**src/rtl/pm_pkg.sv**
```systemverilog
// Shared types and defaults for the P-M cycle sequencer.
// Holds the state enum, default widths/lengths and the pulse-counter width helper.
package pm_pkg;

  typedef enum logic [1:0] {RUN, ARM, KC, PC} pm_seq_st_t;

  localparam int LG_W_DEF      = 3;
  localparam int LK_W_DEF      = 4;
  localparam int MC_W_DEF      = 2;
  localparam int KC_LEN_DEF    = 2;
  localparam int PC_LEN_DEF    = 1;
  localparam int TO_CYCLES_DEF = 1024;

  // The pulse counter runs 0..len-1, so it needs clog2(len) bits but never fewer than one.
  function automatic int pm_len_w(input int len);
    return (len <= 1) ? 1 : $clog2(len);
  endfunction

endpackage

```
**src/rtl/pm_sat_cnt.sv**
```systemverilog
// Generic up/down counter with clear, load and wrap/saturate select (SAT=1 saturates).
// Latency: one clock, the new value is visible on the cycle after the edge.
// Backpressure: none; clr > ld > inc/dec, and inc together with dec holds.
module pm_sat_cnt #(
  parameter int W   = 4,
  parameter bit SAT = 1'b0
) (
  input  logic         clk,
  input  logic         clr,
  input  logic         ld,
  input  logic [W-1:0] d,
  input  logic         inc,
  input  logic         dec,
  output logic [W-1:0] q
);

  localparam logic [W-1:0] ALL_ONES = {W{1'b1}};

  always_ff @(posedge clk) begin
    if (clr) begin
      q <= '0;
    end else if (ld) begin
      q <= d;
    end else if (inc && !dec) begin
      if (!(SAT && q == ALL_ONES)) q <= q + W'(1);
    end else if (dec && !inc) begin
      if (!(SAT && q == '0)) q <= q - W'(1);
    end
  end

endmodule

```
**src/rtl/pm_seq.sv**
```systemverilog
// P-M cycle sequencer: RUN/ARM/KC/PC with counted kc/pc pulses, PR/PRZERW flags, LG/LK/MC counters.
// Latency: ekc->ARM 1 clk, got->kc 1 clk, kc KC_LEN clks then pc PC_LEN clks; counters update next cycle.
// Backpressure: none; ARM waits for got (bounded by TO_CYCLES when PM_CYC_TO_EN is defined).
module pm_seq
  import pm_pkg::*;
#(
  parameter int LG_W      = LG_W_DEF,
  parameter int LK_W      = LK_W_DEF,
  parameter int MC_W      = MC_W_DEF,
  parameter int KC_LEN    = KC_LEN_DEF,
  parameter int PC_LEN    = PC_LEN_DEF,
  parameter int TO_CYCLES = TO_CYCLES_DEF
) (
  input  logic            clk,
  input  logic            clm,
  input  logic            ekc,
  input  logic            got,
  input  logic            fetch_req,
  input  logic            irq_req,
  output logic            kc,
  output logic            pc,
  output logic            pr,
  output logic            przerw,
  output logic            zerstan,
  input  logic            lg_ld,
  input  logic [LG_W-1:0] lg_d,
  input  logic            lg_inc,
  output logic [LG_W-1:0] lg,
  input  logic            lk_ld,
  input  logic [LK_W-1:0] lk_d,
  input  logic            lk_dec,
  output logic [LK_W-1:0] lk,
  output logic            lk_nz,
  input  logic            mc_inc,
  input  logic            mc_clr,
  output logic [MC_W-1:0] mc,
  output logic            mc_zero,
  output logic            mc_full,
  output logic            cyc_to
);

  localparam int LEN_W = pm_len_w((KC_LEN > PC_LEN) ? KC_LEN : PC_LEN);
  localparam logic [LEN_W-1:0] KC_LAST = LEN_W'(KC_LEN - 1);
  localparam logic [LEN_W-1:0] PC_LAST = LEN_W'(PC_LEN - 1);

  pm_seq_st_t       st_q, st_d;
  logic [LEN_W-1:0] len_q;
  logic             len_clr;
  logic             flag_latch;
  logic             to_hit;

  always_comb begin
    st_d       = st_q;
    len_clr    = 1'b1;
    flag_latch = 1'b0;
    case (st_q)
      RUN: if (ekc) st_d = ARM;
      ARM: if (got || to_hit) st_d = KC;
      KC: begin
        len_clr = 1'b0;
        if (len_q == KC_LAST) begin
          st_d       = PC;
          len_clr    = 1'b1;
          flag_latch = 1'b1;
        end
      end
      PC: begin
        len_clr = 1'b0;
        if (len_q == PC_LAST) begin
          st_d    = RUN;
          len_clr = 1'b1;
        end
      end
      default: st_d = RUN;
    endcase
  end

  // kc/pc come straight from flops so downstream sees glitch-free pulses.
  always_ff @(posedge clk) begin
    if (clm) begin
      st_q   <= RUN;
      len_q  <= '0;
      kc     <= 1'b0;
      pc     <= 1'b0;
      pr     <= 1'b1;
      przerw <= 1'b0;
    end else begin
      st_q  <= st_d;
      len_q <= len_clr ? '0 : len_q + LEN_W'(1);
      kc    <= (st_d == KC);
      pc    <= (st_d == PC);
      if (flag_latch) begin
        przerw <= irq_req;
        pr     <= !irq_req && fetch_req;
      end
    end
  end

`ifdef PM_CYC_TO_EN
  localparam int TO_W = $clog2(TO_CYCLES + 1);
  logic [TO_W-1:0] to_q;

  assign to_hit = (st_q == ARM) && !got && (to_q == TO_W'(TO_CYCLES - 1));

  always_ff @(posedge clk) begin
    if (clm) begin
      to_q   <= '0;
      cyc_to <= 1'b0;
    end else begin
      to_q <= (st_q == ARM) ? to_q + TO_W'(1) : '0;
      if (to_hit) cyc_to <= 1'b1;
    end
  end
`else
  localparam int unused_to_cycles = TO_CYCLES;
  assign to_hit = 1'b0;
  assign cyc_to = 1'b0;
`endif

  assign zerstan = pc | clm;
  assign lk_nz   = (lk != '0);
  assign mc_zero = (mc == '0);
  assign mc_full = (mc == {MC_W{1'b1}});

  pm_sat_cnt #(.W(LG_W), .SAT(1'b0)) u_lg (
    .clk(clk), .clr(zerstan), .ld(lg_ld), .d(lg_d),
    .inc(lg_inc), .dec(1'b0), .q(lg)
  );

  pm_sat_cnt #(.W(LK_W), .SAT(1'b1)) u_lk (
    .clk(clk), .clr(zerstan), .ld(lk_ld), .d(lk_d),
    .inc(1'b0), .dec(lk_dec), .q(lk)
  );

  // MC survives the pc strobe; only master clear or an explicit clear empties it.
  pm_sat_cnt #(.W(MC_W), .SAT(1'b1)) u_mc (
    .clk(clk), .clr(clm | mc_clr), .ld(1'b0), .d('0),
    .inc(mc_inc), .dec(1'b0), .q(mc)
  );

endmodule

```
**config.mk**
```make
export PLATFORM = sky130hd
export DESIGN_NAME = pm_seq
export DESIGN_NICKNAME = d
export VERILOG_FILES = /design/src/rtl/pm_pkg.sv /design/src/rtl/pm_sat_cnt.sv /design/src/rtl/pm_seq.sv
export SDC_FILE = /design/constraint.sdc
export NUM_CORES = 1
export LEC_CHECK = 0
export ABC_AREA = 0
export BUFFER_PORTS_ARGS = -buffer_cell sky130_fd_sc_hd__clkbuf_2
export CAP_MARGIN = 20
export CELL_PAD_IN_SITES_DETAIL_PLACEMENT = 0
export CELL_PAD_IN_SITES_GLOBAL_PLACEMENT = 1
export CORE_ASPECT_RATIO = 0.6
export CORE_MARGIN = 1
export CORE_UTILIZATION = 34
export DETAILED_ROUTE_END_ITERATION = 12
export HOLD_SLACK_MARGIN = 0.05
export PLACE_DENSITY = 0.73
export SLEW_MARGIN = 20
export SYNTH_ARGS = -nofsm -noshare
export SYNTH_HDL_FRONTEND = slang
export SYNTH_HIERARCHICAL = 1
export SYNTH_SLANG_ARGS = --single-unit
```
**constraint.sdc**
```tcl
create_clock -name clk -period 1.65 [get_ports clk]
set_input_delay 0.0825 -clock clk [delete_from_list [all_inputs] [get_ports clk]]
set_output_delay 0.0825 -clock clk [all_outputs]
set_load 0.02 [all_outputs]
```
==> results of run 1 <==
## kinds of logic (layout without fill, tap and decap cells)
family | count (synthesis) | after routing | synth area share (%)
AND/OR/NAND/NOR | 40 | 40 | 27.52
AO/OA/AOI/OAI | 24 | 24 | 19.60
flip-flops | 16 | 16 | 34.36
buffers and inverters | 7 | 45 | 3.355
XOR/XNOR | 6 | 6 | 5.638
multiplexers | 4 | 4 | 4.295
adder cells (fa/ha/maj) | 3 | 3 | 4.832
other | 1 | 15 | 0.4023
## flip-flops by register name (all words and copies together) (netlist names)
register,cells
u_lg/q,3
st_q,2
len_q,1
pc,1
kc,1
przerw,1
u_lk/q,4
u_mc/q,2
pr,1
## through the flow
stage / setup WS [ps] / hold WS, ps / util [%] / instance area, um^2 / power (mW)
final: 121.6 / 60.10 / 49.02 / 1254 / 1.042
after global placement: 169.9 / 314.9 / 46.87 / 1199 / 0.6973
after floorplan: 126.4 / 183.4 / - / 984.7 / 0.6220
after global routing: 47.06 / 85.45 / 49.02 / 1254 / 1.095
after detailed placement: 84.18 / 320.6 / 46.87 / 1199 / 0.7010
after CTS: 122.6 / 60.62 / 49.02 / 1254 / 1.050
## synthesized netlist by cell type, types with 2 or more instances
library cell / number
nand2_1: 5
xnor2_1: 2
ha_1: 2
nor2_1: 11
and3b_1: 2
mux2i_1: 4
nand2b_1: 4
inv_1: 4
nand3b_1: 3
a211oi_2: 2
dfxtp_1: 16
a21oi_1: 5
or2_2: 2
a211oi_1: 3
o21ai_0: 2
xor2_1: 4
a31oi_1: 2
## cell type report
cell class / instances / area [um^2]
Multi-Input combinational cell: 92 / 633.1
Clock buffer: 4 / 55.05
Sequential cell: 16 / 320.3
Inverter: 4 / 15.01
Fill cell: 269 / 1304
Tap cell: 32 / 40.04
Timing Repair Buffer: 37 / 190.2
## power by group through the flow
stage | clock network [mW] | registers [mW] | logic, mW
6_report | 0.347 | 0.441 | 0.254
5_1_grt | 0.369 | 0.446 | 0.280
4_1_cts | 0.357 | 0.441 | 0.252
3_5_place_dp | 0 | 0.450 | 0.251
3_3_place_gp | 0 | 0.449 | 0.249
2_1_floorplan | 0 | 0.473 | 0.149
## metal layers
metal  part of all wire (%)  vias to the layer above
met3                    6.1                        0
met2                     44                       25
li1                       -                      449
met4                      0                        0
met1                     49                      384
met5                      0                        -
## final timing paths
path,end,slack [ps],start
max,u_lk/q[3]$_SDFFE_PP0P_,120,u_lk/q[2]$_SDFFE_PP0P_
min,u_lg/q[0]$_SDFFE_PP0P_,60,lg_d[0]
max reg2reg,u_lk/q[3]$_SDFFE_PP0P_,120,u_lk/q[2]$_SDFFE_PP0P_
min reg2reg,pr$_SDFFE_PP1P_,480,pr$_SDFFE_PP1P_
## critical path: cells and delay by family, from the launching register on
family                     cells  cell delay, ps
and+or+nand+nor                1             190
adders and majority gates      1             340
AOI/OAI and AO/OA              3             330
DFF                            1             360
xor gates and xnor gates       1             190
==> results.md, run 1 <==
* Vias per cell at roughly 4.6
* Final net count at between 150 and 200
* Pre-Repair DR Iteration Count at 4
* # IOs at 37
* Antenna cells at 0
* Post-synthesis register bit count at 16
* Worst vdd ir at around 0.34 mV
* Drt wl/cell at between 10 and 15 um
* Number of global-route vias before repair at between 700 and 800
* Num CTS Buffers at 3
* H-Tree Depth at 1
* CTS Sinks at 16
* Tot GR Track Use at 13.89%
* Initial antenna violation count at 0
* Pwr/cell area at between 800 and 900 mW/mm^2
* Final Max Tran Viols at 0
* Largest net degree at the start of global routing at 12
* Residual DRC at 0
* Final hold vios at 0
* Top_reg_cell synth: dfxtp_1
* Area contributors post-synth: dfxtp_1, nor2_1, mux2i_1
* Part of the power in registers at a little over two fifths
* GRT met1 Usage at around 17%
* Commonest non-fill, non-tap cell in the layout: clkbuf_2
* Critical path fanouts, max at 6
* Die X at roughly 70 um
* Crit Path Category: flip-flop to flip-flop
* Buffers on Ports at 35
* Area leader, netlist: dfxtp_1
* Async set-reset flop share out of synthesis at 0%
* Comb power frac at 24.3%
* Endpoint class of the critical path: flip-flop
* Period minus WS final at 1528 ps
* Placed Cells at between 150 and 200
* Share of cells above drive strength 1 at about a third
* Routed vias at between 800 and 900
* Worst min-delay path class: primary input to flip-flop
* Num rows at 14
* Final Cycle Share at 92.63%
* Crit-path cells: ha_1 > o21ai_0 > and3b_1 > o21ai_2 > xor2_1 > a211oi_2
* Final WL at around 2000 um
* TNS Setup at 0 ps
* RSZ-0062 raised after global routing: no
* Clock network power share at about a third
* Cell Area, Synth at 932.1 um^2
* Final antenna-violating net count at 0
* Final Skew at approximately 3.4 ps
* Switching share of power at 29.21%
* Core region area at 0.002557 mm^2
* Area growth syn-to-layout at 34.50%
* Max Clock Freq at 654.3 MHz
* # resized after CTS at 0
* Status: completed
* Internal power at about 0.74 mW
* Psw at 0.3044 mW
* GRT overflow at 0
* Cells after Synth at just over 100
* Worst r2r path cells at 6
* First-pass GRT wire length at 3243 um
* Die Height at roughly 43 um
* Netlist cell types at 45
* Post-synthesis sequential area ratio at between 30% and 40%
* Met3 Use GR at roughly 5.3%
* Synth top area share at roughly a third
* Clock transition at the registers of the reported paths at about 70 ps
* Static leakage at between 0.6 and 0.7 nW
* Most frequent cells in the layout: clkbuf_2, dfxtp_1, conb_1, nor2_1
* Yosys warns at 6
* Hold depth at 3
* Worst path slowest cell: dfxtp_1
* TritonCTS clock tree: yes
* Worst-Skew Late Latency at approximately 250 ps
* CTS root buf: clkbuf_8
* Synthesized area per cell at slightly above 9 um^2
* Starting DRT DRC Count at 25
* Number of synthesized flops with an enable pin at 0
* Post-CTS Setup Bufs at 0
* Die area at between 0.002 and 0.003 mm^2
* Busiest grt layer: met2
* Post-Layout Cell Count at about 190
* CP startpoint kind: flip-flop
* Hold buffer count at cts at 0
* Met2 usage at about 24%
* Post-DP HPWL at between 1500 and 2000 um
* Initial Utilization at 36.45%
* Max-cap violations at 0
* Gpl congestion at ~0.82
* Finish-stage setup viols at 0
* Max incr delay on CP at between 300 and 400 ps
* WP data required at approximately 1800 ps
* Clock Path Buffers at 2
* Critical Path AT at ~1700 ps
Power figures use the tool's default switching activity.
==> run 2: changes to the inputs <==
--- a/config.mk
+++ b/config.mk
@@ -12,10 +12,11 @@
 export CELL_PAD_IN_SITES_GLOBAL_PLACEMENT = 1
 export CORE_ASPECT_RATIO = 0.6
 export CORE_MARGIN = 1
-export CORE_UTILIZATION = 34
+export CORE_UTILIZATION = 36
+export CTS_BUF_LIST = sky130_fd_sc_hd__clkbuf_2 sky130_fd_sc_hd__clkbuf_4 sky130_fd_sc_hd__clkbuf_8
 export DETAILED_ROUTE_END_ITERATION = 12
 export HOLD_SLACK_MARGIN = 0.05
-export PLACE_DENSITY = 0.73
+export PLACE_DENSITY = 0.77
 export SLEW_MARGIN = 20
 export SYNTH_ARGS = -nofsm -noshare
 export SYNTH_HDL_FRONTEND = slang
==> run 2 against run 1 <==
- fmax down 2.3%
- critical path depth shrank 3
- clock skew about the same
- largest cell class unchanged
- cell area up 0.40%
==> results.md, run 2 (synthesized netlist as in run 1, its figures left out) <==
* Largest register FFs at 4
* Top flop regs: u_lk/q x4, u_lg/q x3
* Final WL at roughly 2000 um
* Die X at roughly 68 um
* Worst min-delay path class: primary input to flip-flop
* Final Cycle Share at between 90% and 100%
* Largest net degree at the start of global routing at 12
* Die area at 0.002803 mm^2
* Initial antenna violation count at 0
* Worst-Skew Late Latency at around 250 ps
* Tot GR Track Use at between 10% and 20%
* Pre-Repair DR Iteration Count at 4
* Power Total at between 1 and 1.5 mW
* Period minus WS final at roughly 1600 ps
* Most flops, register: u_lk/q
* Routed vias at around 840
* Commonest non-fill, non-tap cell in the layout: clkbuf_2
* Starting DRT DRC Count at 47
* TNS Setup at 0 ps
* Final Max Tran Viols at 0
* WP data required at ~1600 ps
* Status: completed
* Crit Path Category: flip-flop to output port
* Crit-path cells: buf_4 > or4_1 > clkbuf_2
* Worst path slowest cell: or4_1
* Placed Cells at about 180
* Clock transition at the registers of the reported paths at approximately 70 ps
* CTS root buf: clkbuf_8
* Share of cells above drive strength 1 at 35.95%
* TritonCTS clock tree: yes
* Die Height at between 40 and 50 um
* Area of the multi-input gates at roughly 640 um^2
* Seq. cell area at 320.3 um^2
* First-pass GRT wire length at ~3400 um
* Hold Startpoint: lk_d[0]
* Critical path fanouts, max at 6
* CTS Sinks at 16
* Post-Layout Cell Count at ~180
* Vias per cell at between 4 and 5
* Final antenna-violating net count at 0
* Initial Utilization at 40.64%
* Gpl congestion at around 0.94
* # IOs at 37
* Num CTS Buffers at 3
* Max incr delay on CP at slightly above 500 ps
* Most frequent cells in the layout: clkbuf_2, dfxtp_1, conb_1, nor2_1
* R2R Setup Slk at around 150 ps
* Final Skew at 3.692 ps
* Residual DRC at 0
* Clock Path Buffers at 2
* GRT overflow at 0
* Area growth syn-to-layout at 35.03%
* Final net count at approximately 180
* # fillers at between 200 and 250
* Hold buffer count at cts at 0
* Worst vdd ir at between 0.5 and 0.6 mV
* Core region area at 0.002293 mm^2
* Post-CTS Setup Bufs at 0
* Final hold vios at 0
* Critical R2R Launch: u_lk/q[2]$_SDFFE_PP0P_
* Pwr/cell area at 832.2 mW/mm^2
* Post-DP HPWL at about 1700 um
* Drt wl/cell at 11.15 um
* CP startpoint kind: flip-flop
* Num rows at 13
* Critical Path AT at 1480 ps
* Crit. Startpoint: u_lk/q[1]$_SDFFE_PP0P_
* Finish-stage setup viols at 0
* # resized after CTS at 0
* Antenna cells at 0
* Max-cap violations at 0
* Buffers on Ports at 35
* Endpoint class of the critical path: output port
* RSZ-0062 raised after global routing: no
* Number of global-route vias before repair at between 700 and 800
* Max Clock Freq at between 600 and 700 MHz
* H-Tree Depth at 1
* Static leakage at just over 0.6 nW
==> run 2: cell count changes in the layout (fill, tap and decap cells not counted) <==
cell | previous run | this run
o41ai_2 | 0 | 1
o41ai_1 | 1 | 0
==> run 2: layout make-up <==
cell class,instances,area share [%]
multi-input cells,92,50.89
flip-flops and latches,16,25.45
repair buffers,37,15.11
clock buffers,4,4.374
well taps,30,2.982
inverters,4,1.193
==> run 2: worst paths after layout <==
path,endpoint,cells past startpoint
worst max register to register,u_lk/q[3]$_SDFFE_PP0P_,6
worst min register to register,pr$_SDFFE_PP1P_,1
worst max-delay path,lk_nz,3
worst min-delay path,u_lk/q[0]$_SDFFE_PP0P_,3
==> run 2: through the flow <==
step                util [%]  setup slack (ps)  hold slack (ps)  cell area [um^2]
CTS                    54.56             6.879            52.35              1251
global placement       52.15             165.3            314.0              1196
global route           54.88             17.17            62.19              1259
finish                 54.88             85.41            53.73              1259
floorplan                  -             126.4            183.4             984.7
detailed placement     52.15             32.33            318.4              1196
==> run 2: power breakdown <==
group          total [mW]  internal, mW  switching (mW)
Sequential          0.444         0.411          0.0330
Combinational       0.259         0.117           0.142
Clock               0.344         0.211           0.133
==> run 2: critical path, delay by kind of cell, from the launching register on <==
kind          cells  cell delay, ps
flops             1             380
buf+inv           2             340
simple gates      1             510
==> run 2: metal layers <==
layer	global-route usage, %	share of wire, %	vias to the layer above
met4	2.979	0	0
met3	6.319	6.0	0
met5	0	0	-
li1	-	-	450
met2	23.37	42	27
met1	21.87	52	367
==> run 3: changes to the inputs <==
--- a/config.mk
+++ b/config.mk
@@ -5,8 +5,7 @@
 export SDC_FILE = /design/constraint.sdc
 export NUM_CORES = 1
 export LEC_CHECK = 0
-export ABC_AREA = 0
-export BUFFER_PORTS_ARGS = -buffer_cell sky130_fd_sc_hd__clkbuf_2
+export BUFFER_PORTS_ARGS = -buffer_cell sky130_fd_sc_hd__buf_2
 export CAP_MARGIN = 20
 export CELL_PAD_IN_SITES_DETAIL_PLACEMENT = 0
 export CELL_PAD_IN_SITES_GLOBAL_PLACEMENT = 1
==> run 3 against run 2 <==
- fmax is 2.5% higher
- clock power barely moved
- critical path depth increased by 2
- first-iteration DRC count decreased by 21%
- sequential power is essentially flat
- critical path type is now flip-flop to flip-flop
==> results.md, run 3 (synthesized netlist as in run 1, its figures left out) <==
* Status: completed
* Buffers on Ports at 35
* Psw at between 0.3 and 0.4 mW
* TNS Setup at 0 ps
* Tot GR Track Use at about 15%
* Static leakage at ~0.62 nW
* H-Tree Depth at 1
* TritonCTS clock tree: yes
* Pre-Repair DR Iteration Count at 4
* Crit. Startpoint: u_lk/q[1]$_SDFFE_PP0P_
* Area of the multi-input gates at between 600 and 700 um^2
* Post-DP HPWL at around 1600 um
* Clock Path Buffers at 2
* Largest register FFs at 4
* Clock transition at the registers of the reported paths at 60 ps
* Seq. cell area at around 320 um^2
* Largest net degree at the start of global routing at 12
* Die area at between 0.002 and 0.003 mm^2
* Final WL at between 2000 and 2500 um
* # resized after CTS at 0
* CP startpoint kind: flip-flop
* Most flops, register: u_lk/q
* Starting DRT DRC Count at 37
* Critical Path AT at 1650 ps
* Num CTS Buffers at 3
* Commonest non-fill, non-tap cell in the layout: buf_2
* Worst vdd ir at roughly 0.48 mV
* Number of global-route vias before repair at 741
* Num rows at 13
* Switching share of power at just under 30%
* RSZ-0062 raised after global routing: no
* Top flop regs: u_lk/q x4, u_lg/q x3
* Most frequent cells in the layout: buf_2, dfxtp_1, conb_1, nor2_1
* Critical path fanouts, max at 7
* Final Cycle Share at a little over 90%
* Placed Cells at 179
* Period minus WS final at 1527 ps
* R2R Setup Slk at ~120 ps
* Crit Path Category: flip-flop to flip-flop
* Die X at a little under 70 um
* Final net count at 176
* Area growth syn-to-layout at 34.23%
* Power Total at approximately 1.0 mW
* Critical R2R Launch: u_lk/q[1]$_SDFFE_PP0P_
* Finish-stage setup viols at 0
* # IOs at 37
* Internal power at about 0.74 mW
* Core region area at 0.002293 mm^2
* CTS Sinks at 16
* WP data required at roughly 1800 ps
* Gpl congestion at ~0.84
* Residual DRC at 0
* Hold buffer count at cts at 0
* Final antenna-violating net count at 0
* Initial antenna violation count at 0
* Initial Utilization at about 41%
* First-pass GRT wire length at approximately 3200 um
* CTS root buf: clkbuf_8
* Vias per cell at 4.656
* Worst-Skew Late Latency at roughly 250 ps
* Pwr/cell area at roughly 830 mW/mm^2
* Endpoint class of the critical path: flip-flop
* Drt wl/cell at approximately 11 um
* Die Height at 41.42 um
* Final hold vios at 0
* Antenna cells at 0
* Final Max Tran Viols at 0
* Max-cap violations at 0
* Post-Layout Cell Count at about 180
* Clock network power share at approximately a third
* # fillers at roughly 210
* Final Skew at about 0.74 ps
* Comb power frac at between 20% and 30%
* Part of the power in registers at between 40% and 50%
* Hold Startpoint: lg_d[0]
* Layout Utilization at a little over half
* Worst min-delay path class: primary input to flip-flop
* Routed vias at approximately 850
* GRT overflow at 0
* Post-CTS Setup Bufs at 0
* Max Clock Freq at roughly 650 MHz
* Share of cells above drive strength 1 at between 30% and 40%
run 3: cell count changes in the layout (fill, tap and decap cells not counted), sizes merged:
cell,delta
buf,+35
clkbuf,-35
run 3: layout make-up:
class / count / area share [%]
repair buffers: 37 / 15.20
well taps: 30 / 3.000
multi-input cells: 92 / 50.60
flip-flops and latches: 16 / 25.60
inverters: 4 / 1.200
clock buffers: 4 / 4.400
run 3: power groups by stage:
stage	registers (mW)	logic [mW]	clock network, mW
2_1_floorplan	0.473	0.149	0
3_3_place_gp	0.450	0.246	0
3_5_place_dp	0.451	0.252	0
4_1_cts	0.443	0.253	0.355
5_1_grt	0.447	0.280	0.373
6_report	0.444	0.254	0.343
run 3: per-layer routing:
layer	vias up	GRT usage, %	wire length (um)
met5	-	0	0
met3	0	6.593	107
met2	23	21.78	814
met1	378	22.07	1085
li1	451	-	-
met4	0	1.277	0
run 3: path summary, 6_finish.rpt:
| check | endpoint | cells after the start |
|---|---|---|
| worst min register to register | pr$_SDFFE_PP1P_ | 1 |
| worst max-delay path | u_lk/q[3]$_SDFFE_PP0P_ | 5 |
| worst max register to register | u_lk/q[3]$_SDFFE_PP0P_ | 5 |
| worst min-delay path | u_lg/q[0]$_SDFFE_PP0P_ | 3 |
run 3: through the flow:
| step | cell area, um^2 | worst slack [ps] | hold slack [ps] |
|---|---|---|---|
| 6_report | 1251 | 123.0 | 77.38 |
| 5_1_grt | 1251 | 50.83 | 82.26 |
| 4_1_cts | 1251 | 134.1 | 63.84 |
| 3_5_place_dp | 1196 | 49.47 | 331.2 |
| 3_3_place_gp | 1196 | 173.8 | 315.1 |
| 2_1_floorplan | 984.7 | 126.4 | 183.4 |
run 3: critical path, stage by stage (launching register included):
cell,delay (ps)
dfxtp_1,380
o41ai_1,430
o22ai_2,220
o21ai_2,100
xor2_1,190
a211oi_2,90
